`config.mk`:
```
export PLATFORM = sky130hd
export DESIGN_NAME = id_scoreboard
export DESIGN_NICKNAME = d
export VERILOG_FILES = /design/src/rtl/id_scoreboard_pkg.sv /design/src/rtl/id_scoreboard_sb_entry.sv /design/src/rtl/id_scoreboard.sv
export SDC_FILE = /design/constraint.sdc
export NUM_CORES = 1
export LEC_CHECK = 0
export CORE_AREA = 2 2 146 148
export CTS_CLUSTER_DIAMETER = 150
export DETAILED_ROUTE_END_ITERATION = 12
export DIE_AREA = 0 0 148 150
export GPL_ROUTABILITY_DRIVEN = 0
export PLACE_DENSITY = 0.65
export SLEW_MARGIN = 30
export SYNTH_ARGS = -nofsm -noshare
export SYNTH_HDL_FRONTEND = slang
export SYNTH_HIERARCHICAL = 1
export SYNTH_SLANG_ARGS = --single-unit
```
`constraint.sdc`:
```
create_clock -name clk -period 9.95 [get_ports clk]
set_input_delay 2.985 -clock clk [delete_from_list [all_inputs] [get_ports clk]]
set_output_delay 2.985 -clock clk [all_outputs]
set_load 0.01 [all_outputs]
```
`src/rtl/id_scoreboard_pkg.sv`:
```
// Shared scoreboard definitions: default result latencies and the per-entry counter action encoding.
package id_scoreboard_pkg;

    localparam int unsigned LAT_ALU = 0;
    localparam int unsigned LAT_LDW = 1;

    typedef enum logic [1:0] {
        CNT_HOLD  = 2'd0,
        CNT_CLEAR = 2'd1,
        CNT_LOAD  = 2'd2,
        CNT_DEC   = 2'd3
    } cnt_op_e;

endpackage

```
`src/rtl/id_scoreboard_sb_entry.sv`:
```
// One scoreboard entry: a saturating down-counter of bubbles remaining before the register is forwardable.
module sb_entry
    import id_scoreboard_pkg::*;
#(
    parameter int unsigned LAT_W = 3
) (
    input  logic             clk_i,
    input  logic             rst_ni,
    input  logic             clear_i,
    input  logic             load_i,
    input  logic [LAT_W-1:0] load_val_i,
    input  logic             dec_i,
    output logic [LAT_W-1:0] cnt_o,
    output logic             busy_o
);

    cnt_op_e          op;
    logic [LAT_W-1:0] cnt_q, cnt_d;

    // Clear beats load, load beats decrement.
    always_comb begin
        op = CNT_HOLD;
        if (clear_i) begin
            op = CNT_CLEAR;
        end else if (load_i) begin
            op = CNT_LOAD;
        end else if (dec_i && (cnt_q != '0)) begin
            op = CNT_DEC;
        end
    end

    always_comb begin
        cnt_d = cnt_q;
        unique case (op)
            CNT_CLEAR: cnt_d = '0;
            CNT_LOAD:  cnt_d = load_val_i;
            CNT_DEC:   cnt_d = cnt_q - LAT_W'(1);
            default:   cnt_d = cnt_q;
        endcase
    end

    always_ff @(posedge clk_i or negedge rst_ni) begin
        if (!rst_ni) begin
            cnt_q <= '0;
        end else begin
            cnt_q <= cnt_d;
        end
    end

    assign cnt_o  = cnt_q;
    assign busy_o = (cnt_q != '0);

endmodule

```
`src/rtl/id_scoreboard.sv`:
```
// Decode-stage GPR scoreboard: per-register latency counters with source (RAW) and WAW hazard detection.
module id_scoreboard
    import id_scoreboard_pkg::*;
#(
    parameter int unsigned REG_AW    = 5,
    parameter int unsigned LAT_W     = 3,
    parameter int unsigned HARD_ZERO = 0
) (
    input  logic                 clk,
    input  logic                 reset,
    input  logic                 stall,
    input  logic                 flush,
    input  logic                 dec_valid,
    input  logic [REG_AW-1:0]    dec_ra_addr,
    input  logic [REG_AW-1:0]    dec_rb_addr,
    input  logic                 dec_use_ra,
    input  logic                 dec_use_rb,
    input  logic [REG_AW-1:0]    dec_dst_addr,
    input  logic                 dec_we,
    input  logic [LAT_W-1:0]     dec_lat,
    output logic                 hazard,
    output logic                 issue,
    output logic [2**REG_AW-1:0] busy_vec,
    output logic                 sb_idle
);

    localparam int unsigned NREG = 2**REG_AW;

    logic [LAT_W-1:0] cnt [NREG];
    logic             ra_live, rb_live, dst_live;
    logic             src_hz, waw_hz;

    // With a hardwired zero register, r0 is masked out of every hazard term.
    assign ra_live  = dec_use_ra && !((HARD_ZERO != 0) && (dec_ra_addr == '0));
    assign rb_live  = dec_use_rb && !((HARD_ZERO != 0) && (dec_rb_addr == '0));
    assign dst_live = dec_we && !((HARD_ZERO != 0) && (dec_dst_addr == '0));

    assign src_hz = (ra_live && (cnt[dec_ra_addr] != '0)) ||
                    (rb_live && (cnt[dec_rb_addr] != '0));
    assign waw_hz = dst_live && (cnt[dec_dst_addr] > dec_lat);

    assign hazard  = dec_valid && (src_hz || waw_hz);
    assign issue   = dec_valid && !hazard && !stall && !flush;
    assign sb_idle = ~|busy_vec;

    for (genvar i = 0; i < NREG; i++) begin : g_entry
        logic load;

        if ((HARD_ZERO != 0) && (i == 0)) begin : g_zero
            assign load = 1'b0;
        end else begin : g_live
            assign load = issue && dec_we && (dec_dst_addr == REG_AW'(i));
        end

        sb_entry #(
            .LAT_W (LAT_W)
        ) u_entry (
            .clk_i      (clk),
            .rst_ni     (reset),
            .clear_i    (flush),
            .load_i     (load),
            .load_val_i (dec_lat),
            .dec_i      (!stall),
            .cnt_o      (cnt[i]),
            .busy_o     (busy_vec[i])
        );
    end

endmodule

```
### Yosys cells after proc, flatten, opt, wreduce, memory -nomap -nowiden

Cells that the tools add are included.

* output and inout port bits: 35
* bits in registers: 96

* bitwise logic cells: 3
* mux-type cells: 137
* $lt $le $gt $ge: 4
* reductions and logical operators: 146
* add/subtract/negate cells: 32
* eq/ne operators: 127

Operators by type and width (count)
* one-hot mux 3 bit (3 select lines): 32
* nonzero test 3 bit: 66
* two-way mux 2 bit: 96
* equality test 2 bit (second input constant): 64
* subtractor 3 x 1 -> 3 bit (second input constant): 32
* equality test 5 bit (second input constant): 16
* logical AND 1 bit: 72
* equality test 2 x 1 -> 1 bit (second input constant): 32
* binary-select mux 3 bit (select 5 bit): 3
* equality test 5 x 4 -> 1 bit (second input constant): 8
* OR reduction 32 bit: 1
* equality test 5 x 3 -> 1 bit (second input constant): 4
* greater-or-equal comparator 6 bit (second input constant): 3
* two-way mux 3 bit: 6
* inverter 5 -> 6 bit: 3
* equality test 5 x 2 -> 1 bit (second input constant): 2
* equality test 5 x 1 -> 1 bit (second input constant): 1
* zero test 5 bit: 1
* zero test 1 bit: 4
* greater-than comparator 3 bit: 1
* logical OR 1 bit: 2

### Logic depth before layout (Yosys ltp)

Gate-level depths: netlist of the first run.

* depth after elaboration: 19
* gate-level depth with buffers: 14

### Modules after synthesis

Netlist of the first run, hierarchy kept.

Modules (own cells, without submodules)
* sb_entry at g_entry[0].u_entry ...: cells an instance 21, instances 31, area an instance 216.5 um^2
* id_scoreboard: cells an instance 266, instances 1, area an instance 2244.7 um^2
* sb_entry at g_entry[9].u_entry: cells an instance 21, instances 1, area an instance 219.0 um^2

### Worst setup path after synthesis of the first run

No wires, ideal clock.

* kind: input to output
* start point: input port dec_dst_addr[0]
* end point: output port issue
* setup slack: 0.612 ns
* stages on the path: 12
* data required time: 6.965 ns
* arrival time: 6.353 ns
* buffers on the path: 3
* cells stage by stage: clkbuf_1 -> buf_2 -> mux4_2 -> mux4_2 -> mux2_2 -> ha_1 -> nor2b_1 -> o21a_1 -> o21ai_0 -> o2111ai_4 -> buf_6 -> nor2_1

* longest elaborated chain between the ends: 12

Ends and longest elaborated chain
* from (decl): line id_scoreboard.sv:18 `input logic [REG_AW-1:0] dec_dst_addr,`
* inverter 5 -> 6 bit (not written as such): line id_scoreboard.sv:40 `assign waw_hz = dst_live && (cnt[dec_dst_addr] > dec_lat);`
* binary-select mux 3 bit (select 5 bit): line id_scoreboard.sv:40
* two-way mux 3 bit (not written as such) (2 in a row): line id_scoreboard.sv:40
* greater-than comparator 3 bit: line id_scoreboard.sv:40
* logical AND 1 bit: line id_scoreboard.sv:40
* logical OR 1 bit: line id_scoreboard.sv:42 `assign hazard = dec_valid && (src_hz || waw_hz);`
* logical AND 1 bit: line id_scoreboard.sv:42
* zero test 1 bit: line id_scoreboard.sv:43 `assign issue = dec_valid && !hazard && !stall && !flush;`
* logical AND 1 bit (3 in a row): line id_scoreboard.sv:43
* to (decl): line id_scoreboard.sv:22 `output logic issue,`

Every way passes these cells. The select of a mux whose other input is x is not followed.

### Final worst setup path of the first run

* start point: input port dec_dst_addr[1]
* end point: output port issue

Same word-level chain as after synthesis.

==> run metrics, run 1 <==
run status completed; max-slew violation count 0; maximum VDD drop between 0.15 and 0.2 mV; Critical Path RT 6970 ps; H-tree depth 3; Setup crit start kind input port; GRT Total Usage 0.2596; Total Routed Length around 28 mm; Ports between 60 and 70; synthesized area about 9200 µm²; Crit. End Element primary output; pwr/cell area 271.6 nW/µm²; Reg2Reg Setup Slack 5470 ps; Top FF cell, synth dfrtp_1; CTS tree built; part of the Yosys area used for sequential elements 0.2619; first-pass GRT wire length between 40 and 50 mm; total CTS buffers 9; Detail Placement HPWL around 20 mm; Final Hold Viols 0; port bufs 60; clock latency on the worst-skew pair between 300 and 400 ps; WL per Instance about 22 µm; Mapped Nets 1,031; Area growth syn-to-layout 15.71%; post-CTS setup buffers 0; Worst-path clk slew about 70 ps; clk buf depth 2; CP Max Fanout 29; worst min path class flop to flop; WHS Endpoint g_entry[13].u_entry/cnt_o[1]$_DFFE_PN0P_; max FFs per register 96; Final ANT Viol Nets 0; CP startpoint dec_dst_addr[1]; Die ar. 22,200 µm²; worst r2r src g_entry[31].u_entry/cnt_o[1]$_DFFE_PN0P_; worst path cell trace clkdlybuf4s50_1 > buf_12 > mux4_2 > mux4_2 > mux2_2 > ha_1 > nor2b_1 > o21a_1 > o21ai_0 > o2111ai_4 > nor2_1 > clkdlybuf4s50_1; Post-Syn Area per Cell roughly 10 µm²; Leak Pwr between 4 and 5 nW; Iteration-0 DRC Markers around 820; Diodes inserted 0; async set-reset flop share out of synthesis 1.000; delay of the slowest critical-path stage 570 ps; Final Skew about 12 ps; vias in the first global route 7,728; Mapped Cells about 940; Std-Cell Core Area about 21,000 µm²; min-delay src g_entry[13].u_entry/cnt_o[1]$_DFFE_PN0P_; DRC violations left 0; Peak Freq 103.6 MHz; Hold WS around 610 ps; Nets roughly 1,100; # rows 53; Rel. slew slack 0.3983; share of layout cells above drive strength 1 0.1700; Clock Sinks 96; RSZ-0062 raised after global routing no; Seq cells post-synth between 90 and 100; Yosys cell types between 60 and 70; global route total overflow 0; post-route minimum period 9653 ps; Layout Utilization 0.5131; kind of critical path input port to primary output; die width around 150 µm; Crit path arrival time between 6000 and 7000 ps; largest net degree at the start of global routing a little under 100; DR vias 8,342; initial antenna violation count 0; Worst Tran Pin Value 902.5 ps; clk root buf clkbuf_16; final setup fails 0; Setup TNS 0 ps; Critical-path top delay cell clkdlybuf4s50_1; vias per inst approximately 6.5; max cap viols 0; Reg-to-Reg End g_entry[12].u_entry/cnt_o[0]$_DFFE_PN0P_; Register-to-Register Path Depth 12; top cell type's share of synthesized area 0.2619; first drt pass iteration count 7; starting density of the core 0.4434; hold buffer count at cts 0; CTS resizes 0; Min-Delay Path Depth 2; synth warn 6; part of the cycle the worst path needs 0.9702; number of flops mapped to enable cells by yosys 0; Synth area leaders dfrtp_1 26%, ha_1 9.1%, mux4_2 7.9%, a2111oi_2 5.1%, nand2b_4 5.0%; DIE HEIGHT 150 µm; Yosys top cell by area dfrtp_1
==> layout by cell type (no fill, tap or decap), types with 4 or more instances in the layout <==
master	n
and4b_1	33
a21boi_0	31
or3_1	8
o21ai_1	31
buf_4	22
nor3_1	56
nor3b_1	4
nor4_1	24
a21oi_1	37
clkdlybuf4s50_1	57
inv_1	102
ha_1	67
a2111oi_2	31
a311oi_1	34
nor4_2	25
nand3b_1	35
dfrtp_1	96
nand2_1	16
clkbuf_16	9
nor2_1	44
a311o_1	32
nand2b_4	33
a211oi_1	38
nand2b_1	4
nor2b_1	37
nand3_1	5
mux4_2	32
==> cell usage after synthesis, drive strengths merged (4+ instances only) <==
cell	count
nand3	5
nor4	49
nand2	16
o21ai	33
a2111oi	35
dfrtp	96
a311oi	34
nor2	44
buf	17
inv	103
clkbuf	12
nand3b	35
nor3	56
mux4	34
a21boi	32
or3	8
a21oi	37
nor2b	39
ha	67
nand2b	37
and4b	33
a211oi	38
nor3b	4
a311o	32
==> power by group <==
group | leakage [nW] | switching (W) | total [W] | internal (W)
Sequential | 1.31 | 0.000229 | 0.000748 | 0.000518
Combinational | 2.59 | 0.000894 | 0.00174 | 0.000850
Clock | 0.165 | 0.000157 | 0.000391 | 0.000234
Total | 4.06 | 0.00128 | 0.00288 | 0.00160
==> worst max-delay path: cells and delay by family <==
kind / cells / cell delay, ps
AO/OA/AOI/OAI: 3 / 660
buffers and inverters: 3 / 1270
AND/OR/NAND/NOR: 2 / 350
multiplexers: 3 / 1090
adder cells (fa/ha/maj): 1 / 290
==> per-layer routing <==
metal  GRT usage  vias to the layer above  share of wire
met5           0                        -              0
met3     0.05640                       60          0.077
met4      0.1086                        0          0.035
met2      0.3935                      356           0.45
met1      0.3592                     4090           0.43
li1            -                     3836              -
==> layout make-up <==
type | instances | area [µm²]
multi-input combinational | 710 | 6385
inverter | 103 | 389.1
tap | 275 | 344.1
sequential | 96 | 2402
clock buffer | 11 | 252.7
clock inverter | 5 | 78.83
timing repair buffer | 81 | 763.2
fill | 1925 | 10070
==> per-stage QoR <==
step / setup slack [ps] / area [µm²] / total power, W / std cells
floorplan: 611.6 / 9174 / 0.001865 / 938
global placement: 219.2 / 10120 / 0.002437 / 1265
detailed placement: 194.5 / 10230 / 0.002468 / 1265
CTS: 165.8 / 10560 / 0.002874 / 1281
global route: 142.1 / 10620 / 0.003094 / 1281
finish: 296.8 / 10620 / 0.002883 / 1281
==> how the worst max path moves through the flow <==
stage	endpoint	depth (start not counted)	slack [ps]
CTS	issue	11	170
finish	issue	12	300
detailed placement	issue	11	190
global route	issue	12	140
floorplan	issue	12	610
global placement	issue	11	220
==> cells by family (layout without fill, tap and decap cells) <==
family,Yosys count,after routing,synth area share
multiplexers,38,38,0.08892
buffers and inverters,132,200,0.05919
flip-flops,96,96,0.2619
AND/OR/NAND/NOR,340,340,0.2553
adder cells (fa/ha/maj),67,67,0.09138
AO/OA/AOI/OAI,265,265,0.2433
Note: power is estimated with default switching activity, not from simulation.
==> run 2, diff against run 1 <==
--- a/config.mk
+++ b/config.mk
@@ -6,10 +6,10 @@
 export NUM_CORES = 1
 export LEC_CHECK = 0
-export CORE_AREA = 2 2 146 148
+export CORE_AREA = 2 2 126 128
 export CTS_CLUSTER_DIAMETER = 150
 export DETAILED_ROUTE_END_ITERATION = 12
-export DIE_AREA = 0 0 148 150
+export DIE_AREA = 0 0 128 130
 export GPL_ROUTABILITY_DRIVEN = 0
-export PLACE_DENSITY = 0.65
+export PLACE_DENSITY = 0.83
 export SLEW_MARGIN = 30
 export SYNTH_ARGS = -nofsm -noshare
==> constraint.sdc (replaced) <==
create_clock -name clk -period 9.95 [get_ports clk]
set_input_delay 2.985 -clock clk [delete_from_list [all_inputs] [get_ports clk]]
set_output_delay 2.985 -clock clk [all_outputs]
set_load 0.1 [all_outputs]
==> run metrics, run 2 (synthesized netlist as in run 1, its figures left out) <==
max FFs per register 96 (unchanged); RSZ-0062 raised after global routing no; vias in the first global route 7,980 (+3.3%); hold buffer count at cts 0 (unchanged); vias per inst 7.285 (+12%); clock latency on the worst-skew pair 360 ps (about the same); first drt pass iteration count 5 (-2); Setup crit start kind input port; GRT Total Usage 0.3329 (+0.07333); DIE HEIGHT 130 µm (-13%); commonest cells after routing, fill and taps aside 102 x inv_1, 96 x dfrtp_1, 67 x ha_1; Critical-path top delay cell buf_2; share of layout cells above drive strength 1 0.1707 (+0.0007026); Min-Delay Path Depth 2 (unchanged); Leak Pwr 4.008 nW (-1.3%); total CTS buffers 9 (unchanged); post-CTS setup buffers 0 (unchanged); Area growth syn-to-layout 14.07%; Total Routed Length 27.35 mm (-3.6%); DR vias 8,654 (+3.7%); kind of critical path input port to primary output; Die ar. 16,640 µm² (-25%); Worst-path clk slew 70 ps (about the same); die width 128 µm (-14%); Final Skew 7.047 ps (-4.855 ps); worst path cell trace buf_2 > mux4_2 > mux4_2 > mux2_2 > ha_1 > nor2b_1 > o21a_1 > o21ai_0 > o2111ai_4 > and2_1 > buf_12; pre-CTS setup slack 383.2 ps (+188.7 ps); H-tree depth 3 (unchanged); clk buf depth 2 (unchanged); Register-to-Register Path Depth 12 (unchanged); Clock Sinks 96 (unchanged); Most Used Layer, Global Route met2; met3 usage in global routing 0.07954 (+0.02314); run status completed; Rel. slew slack 0.3469 (-0.05139); first-pass GRT wire length 43.21 mm (-3.5%); post-route minimum period 9535 ps (-118.0 ps); port bufs 60 (unchanged); Peak Freq 104.9 MHz (+1.2%); DRC violations left 0 (unchanged); Diodes inserted 0 (unchanged); global route total overflow 0 (unchanged); Worst Tran Pin Value 976.6 ps (+74.03 ps); clk root buf clkbuf_16; Detail Placement HPWL 18.64 mm (-5.7%); met1 Use GR 0.4311 (+0.07185); Std-Cell Core Area 15,420 µm² (-25%); fill cell count 1,203 (-38%); pwr/cell area 350.0 nW/µm² (+29%); # rows 46 (-13%); CTS tree built; Setup TNS 0 ps (unchanged); largest net degree at the start of global routing 103 (+5.1%); part of the cycle the worst path needs 0.9583 (-0.01185); Layout Utilization 0.6785 (+0.1654); Final Hold Viols 0 (unchanged); Final WS setup 414.8 ps (+118.0 ps); Final ANT Viol Nets 0 (unchanged); worst min path class flop to flop; CP Max Fanout 26 (-10%); most frequent CP cell mux4_2; starting density of the core 0.5947 (+0.1513); WL per Instance 23.02 µm (+4.0%); Critical Path RT 6970 ps (about the same); delay of the slowest critical-path stage 610 ps (+40 ps); commonest non-fill, non-tap cell in the layout inv_1; CTS resizes 0 (unchanged); total power 0.003663 W (+27%); Nets 1,084 (-0.91%); max cap viols 0 (unchanged); Iteration-0 DRC Markers 1,015 (+24%); initial antenna violation count 0 (unchanged); placed cell area 10,070 µm² (-1.5%); Ports 61 (unchanged); Crit. End Element primary output; maximum VDD drop 0.4188 mV (+180%); max-slew violation count 0 (unchanged); met2 GRT Util 0.5093 (+0.1158); final setup fails 0 (unchanged); Final Cell Area 10,470 µm² (-1.4%); Crit path arrival time 6550 ps (-120 ps)
run 2: cell types whose count changed in the layout (fill, tap and decap cells not counted), moves of 2 or more:
| cell | delta |
|---|---|
| buf_4 | -9 |
| buf_2 | +2 |
| nor4_2 | +5 |
| clkdlybuf4s50_1 | -3 |
| nor4_1 | -5 |
run 2: worst paths after layout:
path                       slack (ps)                                     start                                  endpoint
min reg2reg                       610  g_entry[13].u_entry/cnt_o[1]$_DFFE_PN0P_  g_entry[13].u_entry/cnt_o[1]$_DFFE_PN0P_
max reg2reg                      5280  g_entry[25].u_entry/cnt_o[1]$_DFFE_PN0P_  g_entry[11].u_entry/cnt_o[0]$_DFFE_PN0P_
min                               610  g_entry[13].u_entry/cnt_o[1]$_DFFE_PN0P_  g_entry[13].u_entry/cnt_o[1]$_DFFE_PN0P_
max in group asynchronous        6170                                     reset   g_entry[9].u_entry/cnt_o[1]$_DFFE_PN0P_
min in group asynchronous        2620                                     reset  g_entry[18].u_entry/cnt_o[2]$_DFFE_PN0P_
max                               410                           dec_dst_addr[0]                                    hazard
run 2: area by class of cell:
cell class,count,area (µm²),share of cell area
multi-input combinational,710,6424,0.6138
sequential,96,2402,0.2296
timing repair buffer,71,688.2,0.06576
inverter,103,389.1,0.03718
tap,192,240.2,0.02296
clock buffer,10,239.0,0.02284
clock inverter,6,82.58,0.007891
run 2: metal layers:
metal / vias to the layer above / part of all wire
met5: - / 0
met4: 0 / 0.054
met3: 120 / 0.097
met2: 496 / 0.46
met1: 4215 / 0.39
li1: 3823 / -
run 2: per-stage QoR:
step	hold slack (ps)	instances
3_3_place_gp	591.6	1172
2_1_floorplan	535.5	938
6_report	608.5	1188
3_5_place_dp	596.7	1172
4_1_cts	615.6	1188
5_1_grt	643.1	1188
run 2: worst max-delay path, delay by kind of cell:
family	cells	cell delay, ps
simple gates	2	390
fa+ha+maj	1	280
buf+inv	2	780
mux	3	1360
compound gates	3	730
run 2: power breakdown:
part	internal, W	switching [W]	leakage [nW]
clock	0.000226	0.000161	0.158
sequential	0.000518	0.000224	1.31
combinational	0.000848	0.00169	2.54
total	0.00159	0.00207	4.01
